--- src/rtl/f1_pkg.sv ---
// Shared types and constants for the F1 start-light controller.
package f1_pkg;

    typedef enum logic [2:0] {
        IDLE   = 3'd0,
        LIGHTS = 3'd1,
        HOLD   = 3'd2,
        OUT    = 3'd3,
        DONE   = 3'd4
    } state_t;

    localparam int unsigned LED_W      = 8;
    localparam int unsigned LFSR_DEF_W = 7;

    localparam logic [LED_W-1:0]      LEDS_ALL_ON = 8'hFF;
    localparam logic [LFSR_DEF_W-1:0] LFSR_SEED   = 7'd1;
    // x^7 + x^6 + 1: feedback from the two top bits
    localparam logic [LFSR_DEF_W-1:0] LFSR_TAPS   = 7'h60;

    function automatic logic [LED_W-1:0] light_next(input logic [LED_W-1:0] led);
        return {led[LED_W-2:0], 1'b1};
    endfunction

endpackage

--- src/rtl/f1_start_ctrl_if.sv ---
// Control/result bundle between the start-light controller and its surroundings.
interface f1_start_ctrl_if #(
    parameter int unsigned WIDTH   = 16,
    parameter int unsigned REACT_W = 16
);
    logic               trigger;
    logic               btn;
    logic [WIDTH-1:0]   N;
    logic [7:0]         led_num;
    logic [REACT_W-1:0] react_time;
    logic               react_valid;
    logic               jump_start;
    logic               busy;

    modport master (
        output trigger, btn, N,
        input  led_num, react_time, react_valid, jump_start, busy
    );

    modport slave (
        input  trigger, btn, N,
        output led_num, react_time, react_valid, jump_start, busy
    );
endinterface

--- src/rtl/f1_prescaler.sv ---
// Tick generator: one-cycle tick every period+1 clocks while enabled.
module f1_prescaler #(
    parameter int unsigned WIDTH = 16
) (
    input  logic             clk,
    input  logic             rst,
    input  logic             load,
    input  logic             enable,
    input  logic [WIDTH-1:0] period,
    output logic             tick_c
);

    logic [WIDTH-1:0] count;

    assign tick_c = enable && (count == '0);

    // period is only sampled on load and on reload at zero
    always_ff @(posedge clk or negedge rst) begin
        if (!rst) begin
            count <= '0;
        end else if (load) begin
            count <= period;
        end else if (enable) begin
            if (count == '0) count <= period;
            else             count <= count - WIDTH'(1);
        end
    end

endmodule

--- src/rtl/f1_start_ctrl.sv ---
// F1 start-light sequencer and reaction timer.
// Optional false-start detection is compiled in with F1_JUMP_START_EN.
module f1_start_ctrl
    import f1_pkg::*;
#(
    parameter int unsigned WIDTH   = 16,
    parameter int unsigned DELAY_W = 7,
    parameter int unsigned REACT_W = 16
) (
    input logic            clk,
    input logic            rst,
    f1_start_ctrl_if.slave bus
);

    localparam logic [DELAY_W-1:0] SEED = DELAY_W'(LFSR_SEED);
    localparam logic [DELAY_W-1:0] TAPS = DELAY_W'(LFSR_TAPS);

    state_t             state;
    logic [LED_W-1:0]   led_num;
    logic [REACT_W-1:0] react_time;
    logic               react_valid;
    logic               busy;
    logic [DELAY_W-1:0] lfsr;
    logic [DELAY_W-1:0] delay;
    logic [REACT_W-1:0] react_cnt;

    logic accept_c;
    logic running_c;
    logic tick_c;
    logic false_start_c;

    assign accept_c  = ((state == IDLE) || (state == DONE)) && bus.trigger;
    assign running_c = (state == LIGHTS) || (state == HOLD) || (state == OUT);

    f1_prescaler #(
        .WIDTH (WIDTH)
    ) u_prescaler (
        .clk    (clk),
        .rst    (rst),
        .load   (accept_c),
        .enable (running_c),
        .period (bus.N),
        .tick_c (tick_c)
    );

`ifdef F1_JUMP_START_EN
    logic jump_start;

    assign false_start_c = bus.btn && ((state == LIGHTS) || (state == HOLD));

    always_ff @(posedge clk or negedge rst) begin
        if (!rst)               jump_start <= 1'b0;
        else if (accept_c)      jump_start <= 1'b0;
        else if (false_start_c) jump_start <= 1'b1;
    end

    assign bus.jump_start = jump_start;
`else
    assign false_start_c  = 1'b0;
    assign bus.jump_start = 1'b0;
`endif

    // Free-running Fibonacci LFSR; seeded non-zero so it never locks up
    always_ff @(posedge clk or negedge rst) begin
        if (!rst) lfsr <= SEED;
        else      lfsr <= {lfsr[DELAY_W-2:0], ^(lfsr & TAPS)};
    end

    always_ff @(posedge clk or negedge rst) begin
        if (!rst) begin
            state       <= IDLE;
            led_num     <= '0;
            react_time  <= '0;
            react_valid <= 1'b0;
            busy        <= 1'b0;
            delay       <= '0;
            react_cnt   <= '0;
        end else begin
            unique case (state)
                IDLE, DONE: begin
                    if (bus.trigger) begin
                        state       <= LIGHTS;
                        led_num     <= '0;
                        react_time  <= '0;
                        react_valid <= 1'b0;
                        busy        <= 1'b1;
                    end
                end
                LIGHTS: begin
                    if (false_start_c) begin
                        state       <= DONE;
                        led_num     <= '0;
                        react_time  <= '0;
                        react_valid <= 1'b1;
                        busy        <= 1'b0;
                    end else if (tick_c) begin
                        led_num <= light_next(led_num);
                        if (light_next(led_num) == LEDS_ALL_ON) begin
                            state <= HOLD;
                            delay <= lfsr;
                        end
                    end
                end
                HOLD: begin
                    if (false_start_c) begin
                        state       <= DONE;
                        led_num     <= '0;
                        react_time  <= '0;
                        react_valid <= 1'b1;
                        busy        <= 1'b0;
                    end else if (tick_c) begin
                        if (delay == DELAY_W'(1)) begin
                            state     <= OUT;
                            led_num   <= '0;
                            react_cnt <= '0;
                        end else begin
                            delay <= delay - DELAY_W'(1);
                        end
                    end
                end
                OUT: begin
                    // a press on a tick cycle captures the count before that tick
                    if (bus.btn) begin
                        state       <= DONE;
                        react_time  <= react_cnt;
                        react_valid <= 1'b1;
                        busy        <= 1'b0;
                    end else if (tick_c && (react_cnt != '1)) begin
                        react_cnt <= react_cnt + REACT_W'(1);
                    end
                end
                default: begin
                    state <= IDLE;
                end
            endcase
        end
    end

    assign bus.led_num     = led_num;
    assign bus.react_time  = react_time;
    assign bus.react_valid = react_valid;
    assign bus.busy        = busy;

endmodule

--- src/flat_wrapper.sv ---
// flat-port wrapper written by rule: the top's interface ports become plain ports
module f1_start_ctrl_flat import f1_pkg::*;
#(
    parameter int unsigned WIDTH   = 16,
    parameter int unsigned DELAY_W = 7,
    parameter int unsigned REACT_W = 16
)
  (clk, rst, bus_trigger, bus_btn, bus_N, bus_led_num, bus_react_time, bus_react_valid, bus_jump_start, bus_busy);
  f1_start_ctrl_if #(.WIDTH(WIDTH), .REACT_W(REACT_W)) bus_i ();
  input logic clk;
  input logic rst;
  input wire logic [$bits(bus_i.trigger)-1:0] bus_trigger;
  input wire logic [$bits(bus_i.btn)-1:0] bus_btn;
  input wire logic [$bits(bus_i.N)-1:0] bus_N;
  output wire logic [$bits(bus_i.led_num)-1:0] bus_led_num;
  output wire logic [$bits(bus_i.react_time)-1:0] bus_react_time;
  output wire logic [$bits(bus_i.react_valid)-1:0] bus_react_valid;
  output wire logic [$bits(bus_i.jump_start)-1:0] bus_jump_start;
  output wire logic [$bits(bus_i.busy)-1:0] bus_busy;
  assign bus_i.trigger = bus_trigger;
  assign bus_i.btn = bus_btn;
  assign bus_i.N = bus_N;
  assign bus_led_num = bus_i.led_num;
  assign bus_react_time = bus_i.react_time;
  assign bus_react_valid = bus_i.react_valid;
  assign bus_jump_start = bus_i.jump_start;
  assign bus_busy = bus_i.busy;
  f1_start_ctrl #(.WIDTH(WIDTH), .DELAY_W(DELAY_W), .REACT_W(REACT_W)) u_core (.clk(clk), .rst(rst), .bus(bus_i));
endmodule
--- config.mk ---
export PLATFORM = sky130hd
export DESIGN_NAME = f1_start_ctrl_flat
export DESIGN_NICKNAME = d
export VERILOG_FILES = /design/src/rtl/f1_pkg.sv /design/src/rtl/f1_start_ctrl_if.sv /design/src/rtl/f1_prescaler.sv /design/src/rtl/f1_start_ctrl.sv /design/src/flat_wrapper.sv
export SDC_FILE = /design/constraint.sdc
export NUM_CORES = 1
export LEC_CHECK = 0
export ABC_CLOCK_PERIOD_IN_PS = 5650
export BUFFER_PORTS_ARGS = -buffer_cell sky130_fd_sc_hd__buf_2
export CAP_MARGIN = 15
export CORE_MARGIN = 5
export CORE_UTILIZATION = 60
export CTS_CLUSTER_SIZE = 28
export DETAILED_ROUTE_END_ITERATION = 10
export PLACE_DENSITY = 0.91
export RECOVER_POWER = 50
export SYNTH_ARGS = -nofsm -noshare
export SYNTH_HDL_FRONTEND = slang
export SYNTH_SLANG_ARGS = --single-unit
--- constraint.sdc ---
create_clock -name clk -period 5.65 [get_ports clk]
set_input_delay 0.565 -clock clk [delete_from_list [all_inputs] [get_ports clk]]
set_output_delay 0.565 -clock clk [all_outputs]
set_load 0.01 [all_outputs]
# Word level (Yosys, flattened, before mapping)
# Cells that the tools add are included.
# totals
wordCells	82
out_inout_bits	27
in_bits	20
ff_bits	75
# classes
n_reduce_logical	20
n_eq_ne	16
mux	34
n_addsub	3
# ops
op	n
16-bit 2-to-1 mux	9
16-bit one-hot mux with 2 select lines	2
8-bit 2-to-1 mux	4
7-bit 2-to-1 mux	4
8-bit one-hot mux with 3 select lines	1
3-bit 2-to-1 mux	6
16-bit by 1-bit adder with 16-bit output, second input constant	1
16-bit zero test	1
16-bit inequality test, second input constant	1
16-bit by 1-bit subtractor with 16-bit output, second input constant	1
5-bit AND reduction	3
2-bit inequality test, second input constant	7
7-bit one-hot mux with 2 select lines	1
3-bit one-hot mux with 4 select lines	1
2-bit nonzero test	4
7-bit by 1-bit == test with 1-bit output, second input constant	1
7-bit == test, second input constant	1
7-bit parity	1
7-bit by 1-bit subtractor with 7-bit output, second input constant	1
3-bit by 2-bit == test with 1-bit output, second input constant	2
6-bit AND reduction	1
1-bit 2-to-1 mux	4
2-bit by 1-bit inequality test with 1-bit output, second input constant	2
1-bit one-hot mux with 2 select lines	2
other kinds (8)	12

# Longest topological paths before layout
# depth
ltp_word	8
depth_mapped	9
depth_no_buf	7

# By module
# A second synthesis with hierarchy kept.
# unflattened
hier_cells	446
hier_area_um2	4026.4
# modules_own_cells
mod	area_per_inst_um2	cells_per_inst	instances
f1_start_ctrl	2846.5	309	1
f1_prescaler	1179.9	137	1

# Least setup slack after synthesis
# Ideal clock, no wire load.
# synth_path
path_kind	flip-flop to flip-flop
startpoint	reg u_core.u_prescaler.count[0]
endpoint	reg u_core.react_cnt[13]
t_required_ps	5572
period_less_slack_ps	2233
stages_incl_launch_ff	8
n_path_buf	0
arrival_ps	2155
path_slack_ps	3417
path_cell_list	dfrtp_1 > inv_1 > ha_1 > nor4b_2 > nand4_4 > or4_4 > or4_1 > a21oi_1
# synth_between
elab_chain_cells	5
# synth_rtl
element	line	rtl
start, declared	f1_prescaler.sv:13	logic [WIDTH-1:0] count;
start signal, assigned	f1_prescaler.sv:22	count <= period;
start signal, assigned	f1_prescaler.sv:24	if (count == '0) count <= period;
start signal, assigned	f1_prescaler.sv:25	else count <= count - WIDTH'(1);
16-bit zero test (*)	f1_prescaler.sv:15	assign tick_c = enable && (count == '0);
1-bit logical AND (*)	f1_prescaler.sv:15	
1-bit logical AND	f1_start_ctrl.sv:128	end else if (tick_c && (react_cnt != '1)) begin
2-bit inequality test (no source line)	-	
5-bit AND reduction (no source line) (*)	-	
end signal, assigned	f1_start_ctrl.sv:129	react_cnt <= react_cnt + REACT_W'(1);
end, declared	f1_start_ctrl.sv:25	logic [REACT_W-1:0] react_cnt;
# Mark *: on every way between the ends. The rest lies on a longest branch, timed or not.
# A chain may end at the register's enable or synchronous reset.

# Worst setup path in the final report
# layout_path
startpoint	reg u_core.u_prescaler.count[0]
endpoint	reg u_core.u_prescaler.count[6]
# layout_between
elab_chain_cells	4
# layout_rtl
element	line	rtl
16-bit by 1-bit subtractor with 16-bit output or 16-bit zero test (tied branches)	f1_prescaler.sv:25, f1_prescaler.sv:24	
16-bit 2-to-1 mux (*)	f1_prescaler.sv:24	
16-bit 2-to-1 mux (*)	f1_prescaler.sv:23	end else if (enable) begin
16-bit 2-to-1 mux (*)	f1_prescaler.sv:21	end else if (load) begin
# Mark *: on every way between the ends. The rest lies on a longest branch, timed or not. The select of a mux whose other input is x is not followed.

==> flow_summary.toml <==
[run_status]
status = "finished, final reports clean"

[sta]
setup_viol = 0
setup_slack_ps = 2940
maxSlewViolCount = 0
grt_setup_unrepaired = "no"
max_freq_ghz = 0.369
max_slew.worst_pin.slew_ps = 1050
fin_crit_ps = 2710
hold_viol_final = 0
fin_crit_sh = 0.480
finClkSkew_ps = 13.0
slew-limit-headroom = 0.296
setup_tns_ps = 0

[clock_tree]
clkTransAtPathRegs_ps = 80
htree_levels = 3
clkLatencyLatePin_ps = 360
cts_hold_buf = 0
cts_resized = 0
cts_root_buf = "clkbuf_8"
cts_buffer_depth = 2
cts_setup_buffers = 0
numCtsBuffers = 9
cts_tree = "done"
cts.sinks = 75

[global_route]
track_usage = 0.233
antenna_found_initial = 0
grt_pass1_vias = 3292
grt_pass1_wl_um = 15800
grt_max_degree = 76
grt_overflow_total = 0

[place]
dpl.hpwl_um = 6330
io_buffers = 45
post-place-ws_ps = 2930
dp_cells = 523
gp_congestion = 0.948

[setup_path]
crit_fanout = 17
cp-end-kind = "register"
slowest_stage = "nor2_1"
r2r_slack_ps = 2940
start_kind = "register"
cp_data_required_time_ps = 5900
slowest_delay_ps = 830
crit_family = "simple AND/OR/NAND/NOR gates"
worstPathArrival_ps = 2960
crit_path_cell_trace = "inv_1 -> ha_1 -> nor4b_2 -> and4_1 -> nor2_1 -> a41oi_1 -> o22a_1"
path_buf_inv = 1
critPathKind = "reg -> reg"

[floorplan]
die_y_um = 90.2
coreArea_mm2 = 0.00631
initial_core_util = 0.611
die-area_mm2 = 0.00813
io_pins = 47
placementRows = 29
die_x_um = 90.2

[power]
p_per_area_mw_per_mm2 = 388
ir_worst_vdd_mv = 0.288
power.leakage_uw = 0.00193
total_power_uw = 1660

[yosys]
synth_nets = 448
ys_warn_count = 0
yosysUniqueCellTypes = 55
yosys_most_used_dff = "dfrtp_1"
postSynthCellCount = 423
synth_area_mm2 = 0.00386
synthArstFlopShare = 1.00
synth_seq_area_share = 0.487
ys_ff_latch = 75
postSynthAreaPerCell_um2 = 9.12
synth_edf_count = 0

[route]
avgRoutedWirePerCell_um = 17.4
wl_met3_um = 684
drc_errors = 0
top_layer_used = "met4"
first_pass_iters = 5
drt-vias-per-instance = 6.49
m1WireLength_um = 3930
wl_met2_um = 4660
drt_iter0_drc = 363
ant_nets = 0
dr_total_vias = 3503
wl_um = 9420

[layout]
area_growth_pct = 11.0
n_antenna_cell = 0
final_util = 0.678
num-nets-final = 483
instances_no_fill = 540
drive_above_1_share = 0.153

[job]
maxCapViolCount = 0

[hold_path]
hp-class = "reg -> reg"
## synth_stat cells, types with 5 or more instances
master    instances  area [um^2]
a21oi_1          34          170
a22o_1            7         61.3
a22oi_1           5         37.5
and2_1            5         31.3
clkbuf_1         19         71.3
dfrtp_1          74         1850
ha_1              5         62.6
inv_1            11         41.3
nand2_1          56          210
nand3_1          33          165
nand4_1           9         56.3
nor2_1           24         90.1
nor3_1           10         50.1
nor4_1            5         31.3
o21ai_0          34          170
or3_1            15         93.8
or4_1             6         45.0
## cells in the final DEF (no fill, tap or decap), types with 5 or more instances in the layout
| cell | count |
|---|---|
| dfrtp_1 | 74 |
| clkbuf_1 | 8 |
| or3_1 | 15 |
| nand2_1 | 56 |
| nand3_1 | 33 |
| a21oi_1 | 34 |
| nor4_1 | 5 |
| a22o_1 | 7 |
| clkbuf_8 | 9 |
| inv_1 | 11 |
| nand4_1 | 9 |
| and2_1 | 5 |
| a22oi_1 | 5 |
| o21ai_0 | 34 |
| nor3_1 | 10 |
| nor2_1 | 24 |
| ha_1 | 5 |
| buf_2 | 40 |
| or4_1 | 6 |
## per-stage QoR
step | cell area (um^2) | hold slack (ps)
detailed placement | 4100 | 368
floorplan | 3860 | 269
global route | 4280 | 398
finish | 4280 | 385
CTS | 4280 | 386
global placement | 4100 | 364
## logic make-up after synthesis
| group | synth area share |
|---|---|
| XOR/XNOR | 0.00227 |
| multiplexers | 0.00584 |
| flip-flops | 0.487 |
| AO/OA/AOI/OAI | 0.190 |
| buffers and inverters | 0.0357 |
| AND/OR/NAND/NOR | 0.262 |
| other | 0.000972 |
| adder cells (fa/ha/maj) | 0.0162 |
## metal layers
metal / vias to the layer above / track usage
li1: 1625 / -
met1: 1701 / 0.303
met2: 155 / 0.382
met3: 22 / 0.0710
met4: 0 / 0.0571
met5: - / 0
## worst paths after layout
check	start	to	cells after the start
min in group asynchronous	rst	u_core.bus.react_time[10]	2
max	u_core.u_prescaler.count[0]	u_core.u_prescaler.count[6]	7
max reg2reg	u_core.u_prescaler.count[0]	u_core.u_prescaler.count[6]	7
min	u_core.lfsr[3]	u_core.lfsr[4]	0
max in group asynchronous	rst	u_core.delay[4]	2
min reg2reg	u_core.lfsr[3]	u_core.lfsr[4]	0
## worst reg2reg max path: cells and delay by family (launching register included)
| kind | cells | cell delay (ps) |
|---|---|---|
| fa+ha+maj | 1 | 200 |
| compound gates | 2 | 540 |
| buf+inv | 1 | 90 |
| flops | 1 | 410 |
| simple gates | 3 | 1370 |
## layout make-up
class                   count  area, um^2
inverters                  11        41.3
fillers                   508        2030
well taps                  77        96.3
multi-input cells         313        1840
clock buffers              11         131
flip-flops and latches     75        1880
clock inverters             5        56.3
repair buffers             48         238
## state kept, by name, indices dropped and copies added (netlist names)
name and flops:
u_core.state 3, u_core.react_cnt 16, u_core.bus.led_num 8, u_core.bus.react_time 16, u_core.bus.react_valid 1, u_core.bus.busy 1, u_core.u_prescaler.count 16, u_core.delay 7
u_core.lfsr 7
## power by group
part           switching [uW]  internal (uW)
registers                 127            622
clock network             199            204
logic                     318            193
total                     644           1020
(Power assumes the default switching activity.)
